<file path="src/rtl/ram_reader.sv">
// Burst reader for a RAM with a combinational read-only port.
// Reads len words starting at base (address wraps modulo 2^AW) and presents them one at a time
// on a stb/ack handshake through a single-word output register.
// Optional feature: define RAMRD_LOOP_EN for continuous playback of the burst until stop_i.
module ram_reader #(
    parameter int unsigned AW = 5,
    parameter int unsigned DW = 2
) (
    input  logic          clk_i,
    input  logic          rst_i,
    input  logic          ena_i,
    input  logic          start_i,
    input  logic [AW-1:0] base_i,
    input  logic [AW:0]   len_i,
    input  logic          stop_i,
    output logic [AW-1:0] xadr_o,
    input  logic [DW-1:0] xdat_i,
    output logic [DW-1:0] dat_o,
    output logic          stb_o,
    input  logic          ack_i,
    output logic          busy_o,
    output logic          done_o
);

    typedef enum logic [1:0] {StIdle, StRead, StDrain} state_e;

    state_e        state_q, state_d;
    logic [AW-1:0] addr_q, addr_d;
    logic [AW:0]   rem_q, rem_d;
    logic [DW-1:0] dat_q, dat_d;
    logic          stb_q, stb_d;
    logic          done_q, done_d;
    logic          take;

`ifdef RAMRD_LOOP_EN
    logic [AW-1:0] base_q, base_d;
    logic [AW:0]   len_q, len_d;
`else
    logic unused_stop;
    assign unused_stop = stop_i;
`endif

    // Output register can accept a new word when empty or being drained this cycle.
    assign take = !stb_q || ack_i;

    // Next-state logic for the burst sequencer and the output register.
    always_comb begin
        state_d = state_q;
        addr_d  = addr_q;
        rem_d   = rem_q;
        dat_d   = dat_q;
        stb_d   = stb_q;
        done_d  = 1'b0;
`ifdef RAMRD_LOOP_EN
        base_d  = base_q;
        len_d   = len_q;
`endif
        unique case (state_q)
            StIdle: begin
                if (start_i) begin
                    if (len_i != '0) begin
                        addr_d  = base_i;
                        rem_d   = len_i;
                        state_d = StRead;
`ifdef RAMRD_LOOP_EN
                        base_d  = base_i;
                        len_d   = len_i;
`endif
                    end else begin
                        // Empty burst completes immediately without producing data.
                        done_d = 1'b1;
                    end
                end
            end
            StRead: begin
`ifdef RAMRD_LOOP_EN
                if (stop_i) begin
                    state_d = StDrain;
                    if (stb_q && ack_i) begin
                        stb_d = 1'b0;
                    end
                end else if (take) begin
                    dat_d = xdat_i;
                    stb_d = 1'b1;
                    if (rem_q == (AW+1)'(1)) begin
                        // Restart the same burst for continuous playback.
                        addr_d = base_q;
                        rem_d  = len_q;
                    end else begin
                        addr_d = addr_q + AW'(1);
                        rem_d  = rem_q - (AW+1)'(1);
                    end
                end
`else
                if (take) begin
                    dat_d  = xdat_i;
                    stb_d  = 1'b1;
                    addr_d = addr_q + AW'(1);
                    rem_d  = rem_q - (AW+1)'(1);
                    if (rem_q == (AW+1)'(1)) begin
                        state_d = StDrain;
                    end
                end
`endif
            end
            StDrain: begin
                // Empty register is possible only after a stop with nothing left buffered.
                if (take) begin
                    stb_d   = 1'b0;
                    done_d  = 1'b1;
                    state_d = StIdle;
                end
            end
            default: state_d = StIdle;
        endcase
    end

    // State registers; ena_i low freezes everything, reset is synchronous active-low.
    always_ff @(posedge clk_i) begin
        if (!rst_i) begin
            state_q <= StIdle;
            addr_q  <= '0;
            rem_q   <= '0;
            dat_q   <= '0;
            stb_q   <= 1'b0;
            done_q  <= 1'b0;
`ifdef RAMRD_LOOP_EN
            base_q  <= '0;
            len_q   <= '0;
`endif
        end else if (ena_i) begin
            state_q <= state_d;
            addr_q  <= addr_d;
            rem_q   <= rem_d;
            dat_q   <= dat_d;
            stb_q   <= stb_d;
            done_q  <= done_d;
`ifdef RAMRD_LOOP_EN
            base_q  <= base_d;
            len_q   <= len_d;
`endif
        end
    end

    assign xadr_o = addr_q;
    assign dat_o  = dat_q;
    assign stb_o  = stb_q;
    assign busy_o = (state_q != StIdle);
    // A frozen pulse is only seen during an enabled cycle.
    assign done_o = done_q && ena_i;

endmodule

</file>
<file path="config.mk">
export PLATFORM = sky130hd
export DESIGN_NAME = ram_reader
export DESIGN_NICKNAME = d
export VERILOG_FILES = /design/src/rtl/ram_reader.sv
export SDC_FILE = /design/constraint.sdc
export NUM_CORES = 1
export LEC_CHECK = 0
export CORE_ASPECT_RATIO = 2
export CORE_MARGIN = 2
export CORE_UTILIZATION = 40
export CTS_CLUSTER_DIAMETER = 80
export CTS_CLUSTER_SIZE = 10
export DETAILED_ROUTE_END_ITERATION = 7
export PLACE_DENSITY_LB_ADDON = 0.2
export SLEW_MARGIN = 15
export SYNTH_ARGS = -nofsm -noshare
export SYNTH_HDL_FRONTEND = slang
export SYNTH_SLANG_ARGS = --single-unit
</file>
<file path="constraint.sdc">
create_clock -name clk_i -period 1.2 [get_ports clk_i]
set_input_delay 0.18 -clock clk_i [delete_from_list [all_inputs] [get_ports clk_i]]
set_output_delay 0.18 -clock clk_i [all_outputs]
set_load 0.02 [all_outputs]
</file>
==> results.rst <==
.. list-table::
   :header-rows: 1

   * - Metric
     - Value
   * - Xor-xnor portion of the synthesized cell area
     - 0%
   * - Maximum number of pins on one net before global-route repair
     - 15
   * - Clock latency reported for the late side of the worst-skew pair
     - 0.27 ns
   * - Initial antenna violation count
     - 0
   * - Global-route wire length before repair
     - 6548 µm
   * - Level count of the clock H-tree
     - 1
   * - Overall overflow remaining after global route
     - 0
   * - Final-layout fill cell count
     - 212
   * - Final Hold Fails
     - 0
   * - Worst relative slew slack
     - 74.77%
   * - Leading cell type in the layout, fill and taps excluded
     - sky130_fd_sc_hd__buf_4
   * - Clock tree sinks
     - 17
   * - Number of nets at the end of the flow
     - 225
   * - Initial core utilization
     - 40.79%
   * - Area overhead of the layout relative to synthesis
     - 80.70%
   * - Number of clock buffers inserted by TritonCTS
     - 3
   * - Detailed-route wire length per cell
     - 18.81 µm
   * - Kind of launch point of the worst setup path
     - flip-flop
   * - Count of inserted antenna diode cells
     - 0
   * - Run status
     - complete, but fails checks
   * - Final critical path time including I/O delays and setup
     - 1.413 ns
   * - Synth Net Count
     - 156
   * - Power per unit of standard cell area
     - 886.3 nW/µm²
   * - Die H
     - 78.24 µm
   * - F_max
     - 707.8 MHz
   * - Part of the power in registers
     - 36.4%
   * - Count of final max-slew check failures
     - 0
   * - Transition time at the pin with the least slew margin
     - 0.3785 ns
   * - Vias post-DR
     - 1409
   * - Estimated wirelength of the detail-placed design
     - 2756 µm
   * - Simple-gate area share of the yosys netlist
     - 26.22%
   * - Aggregate global-route resource usage
     - 30.11%
   * - Clk buf depth
     - 2
   * - Syn avg cell area
     - 8.226 µm²
   * - Largest family of logic cells by synthesized area
     - compound AO/OA/AOI/OAI gates
   * - Worst setup slack before clock tree synthesis
     - -0.5764 ns
   * - Switching power as a share of total power
     - 33.68%
   * - Fin crit share
     - 117.7%
   * - Die Width
     - 41.12 µm
   * - Die Outline Area
     - 3217 µm²
   * - Commonest cells after routing, fill and taps aside
     - sky130_fd_sc_hd__buf_4 (36), sky130_fd_sc_hd__nand2_1 (11), sky130_fd_sc_hd__buf_6 (11), sky130_fd_sc_hd__dlygate4sd2_1 (11)
   * - Register-to-register setup slack
     - -0.21 ns
   * - Post-Synthesis Cell Area
     - 1102 µm²
   * - Violations in the final reports
     - setup timing
   * - Core region area
     - 2703 µm²
   * - Complex-gate fraction of the synthesized area
     - 31.67%
   * - Part of the Yosys area used for sequential elements
     - 30.87%
   * - Kind of path behind the tightest hold check
     - input port to flip-flop
   * - Number of global-route vias before repair
     - 1391
   * - Number of placement rows
     - 27
   * - Fraction of final layout cells with drive strength greater than 1
     - 47.52%
   * - Slowest stage cell on the critical path
     - sky130_fd_sc_hd__dfxtp_4
   * - Peak supply drop
     - 0.9077 mV
   * - Via-per-instance ratio
     - 6.100
   * - Count of maximum capacitance violations
     - 0
   * - Internal power
     - 1.171 mW
   * - Count of input and output buffers
     - 27
   * - Post-synthesis register bit count
     - 17
   * - Final Hold Slack
     - 0.3722 ns
   * - Max Fanout on Critical Path
     - 7
   * - Required time at the endpoint of the critical path
     - 1.34 ns
   * - Number of routed nets with antenna violations
     - 0
   * - Clock tree from TritonCTS
     - done
   * - Largest stage delay on the critical path
     - 0.38 ns
   * - Path type of the worst setup path
     - flip-flop to flip-flop
   * - Category of the worst setup path capture point
     - flip-flop
   * - Unrepaired setup endpoints after global routing
     - yes
   * - Synth cell types
     - 42
   * - Post-synthesis cell count
     - 134
   * - Post-route worst setup slack
     - -0.2128 ns
   * - Detailed Routing Iterations Pass 1
     - 4
   * - Number of setup violations in the final report
     - 12
   * - Clock share of power
     - 26.0%
   * - Leakage
     - 0.8511 nW
   * - Worst Skew
     - 0.006405 ns
   * - Clock transition at path regs
     - 0.07 ns
   * - Clock root cell
     - sky130_fd_sc_hd__clkbuf_8
   * - Final routed DRC violation total
     - 0
   * - Total Routed Length
     - 4344 µm
   * - Yosys synthesis warning count
     - 0
   * - Chain of cells forming the critical path
     - nor2b_4 -> a21bo_4 -> a221oi_2 -> o32ai_2
   * - Iter 0 DRT Violations
     - 34
   * - Weighted congestion at the end of routability-driven global placement
     - 0.9160
   * - Io pins
     - 29
   * - Adder-Cell Fraction of Synth Area
     - 3.405%
   * - NetSw
     - 0.5945 mW
   * - Part of the power in combinational logic
     - 37.6%
   * - Multiplexer share of the synthesized area
     - 2.724%
   * - Critical Path AT
     - 1.55 ns
synth_stat cells:
cell / n / area (µm²)
sky130_fd_sc_hd__a32o_1: 1 / 10.01
sky130_fd_sc_hd__clkbuf_1: 2 / 7.510
sky130_fd_sc_hd__nand3_1: 6 / 30.03
sky130_fd_sc_hd__nor3b_1: 1 / 7.510
sky130_fd_sc_hd__o211a_1: 1 / 10.01
sky130_fd_sc_hd__a21bo_2: 1 / 10.01
sky130_fd_sc_hd__and2_1: 6 / 37.54
sky130_fd_sc_hd__o32ai_1: 4 / 35.03
sky130_fd_sc_hd__or3_1: 2 / 12.51
sky130_fd_sc_hd__o2111ai_1: 1 / 8.760
sky130_fd_sc_hd__o21ai_0: 6 / 30.03
sky130_fd_sc_hd__and4b_1: 1 / 10.01
sky130_fd_sc_hd__o211ai_1: 1 / 7.510
sky130_fd_sc_hd__nor3_1: 2 / 10.01
sky130_fd_sc_hd__nor4b_1: 1 / 8.760
sky130_fd_sc_hd__a21oi_1: 9 / 45.04
sky130_fd_sc_hd__a41oi_1: 2 / 17.52
sky130_fd_sc_hd__nor2_1: 10 / 37.54
sky130_fd_sc_hd__mux2i_1: 3 / 30.03
sky130_fd_sc_hd__buf_2: 6 / 30.03
sky130_fd_sc_hd__a21oi_2: 1 / 8.760
sky130_fd_sc_hd__ha_1: 3 / 37.54
sky130_fd_sc_hd__o221a_1: 2 / 22.52
sky130_fd_sc_hd__a31oi_1: 2 / 12.51
sky130_fd_sc_hd__o21ai_1: 3 / 15.01
sky130_fd_sc_hd__inv_1: 5 / 18.77
sky130_fd_sc_hd__o41ai_2: 1 / 16.27
sky130_fd_sc_hd__o31ai_1: 1 / 7.510
sky130_fd_sc_hd__o22ai_1: 1 / 6.260
sky130_fd_sc_hd__nor4_4: 1 / 21.27
sky130_fd_sc_hd__and3_1: 1 / 6.260
sky130_fd_sc_hd__or2_1: 1 / 6.260
sky130_fd_sc_hd__a221oi_1: 4 / 35.03
sky130_fd_sc_hd__a21boi_2: 1 / 11.26
sky130_fd_sc_hd__o2bb2ai_1: 1 / 8.760
sky130_fd_sc_hd__nor2b_1: 4 / 25.02
sky130_fd_sc_hd__nand2_1: 12 / 45.04
sky130_fd_sc_hd__nand4_1: 2 / 12.51
sky130_fd_sc_hd__o21ai_4: 1 / 16.27
sky130_fd_sc_hd__nand2b_1: 3 / 18.77
sky130_fd_sc_hd__dfxtp_1: 17 / 340.3
sky130_fd_sc_hd__a221oi_2: 1 / 15.01
layer usage:
| layer | part of all wire [%] | up-vias | track usage (%) |
|---|---|---|---|
| met2 | 55 | 76 | 48.91 |
| met5 | 0 | - | 0 |
| li1 | - | 637 | - |
| met4 | 5.6 | 0 | 20.00 |
| met3 | 5.2 | 20 | 5.650 |
| met1 | 35 | 676 | 32.04 |
per-stage QoR:
step           area (µm²)  setup TNS (ns)  utilization (%)  cells  power [mW]
2_1_floorplan        1154         -0.2345                -    134      0.9137
3_3_place_gp         1689          -8.294            62.50    219       1.180
3_5_place_dp         1689          -8.835            62.50    219       1.190
4_1_cts              1908          -1.126            70.60    228       1.703
5_1_grt              1992          -2.509            73.70    231       1.838
6_report             1992          -1.935            73.70    231       1.765
power groups by stage:
stage / Clock, mW / Sequential, mW / Combinational, mW
after floorplan: 0 / 0.662 / 0.251
after global placement: 0 / 0.645 / 0.534
final: 0.460 / 0.642 / 0.664
after detailed placement: 0 / 0.648 / 0.543
after global routing: 0.487 / 0.646 / 0.705
after CTS: 0.465 / 0.635 / 0.603
worst max-delay path: cells and delay by family (launching register included):
family	cells	cell delay [ns]
compound gates	3	0.72
flops	1	0.38
simple gates	1	0.17
cell families (layout without fill, tap and decap cells):
kind of cell | count (synthesis) | in the layout
muxes | 3 | 3
AOI/OAI and AO/OA | 45 | 45
buffers and inverters | 13 | 81
adders and majority gates | 3 | 3
DFF | 17 | 17
and+or+nand+nor | 53 | 53
state kept, by name (all words and copies together), names as in the netlist:
signal   cells
xadr_o       5
dat_o        2
done_q       1
state_q      2
stb_o        1
rem_q        6
final timing paths:
path / from / end / cells past startpoint
max reg2reg: state_q[0] / rem_q[0] / 4
min: len_i[2] / rem_q[2] / 4
max: state_q[0] / rem_q[0] / 4
min reg2reg: done_q / done_q / 2
repair_timing:
item / in CTS / in global routing
buffers inserted: 6 / 3
pin swaps: 18 / 13
hold buffers: 0 / 0
gates resized for setup: 64 / 25
setup endpoints to repair: 25 / 16
cell type report:
type | instances | area, µm² | area share (%)
Clock buffer | 3 | 41.29 | 2.073
Sequential cell | 17 | 360.3 | 18.09
Tap cell | 29 | 36.28 | 1.822
Clock inverter | 1 | 5.005 | 0.2513
Timing Repair Buffer | 72 | 631.9 | 31.72
Multi-Input combinational cell | 104 | 898.4 | 45.10
Inverter | 5 | 18.77 | 0.9422
Power figures use the tool's default switching activity.
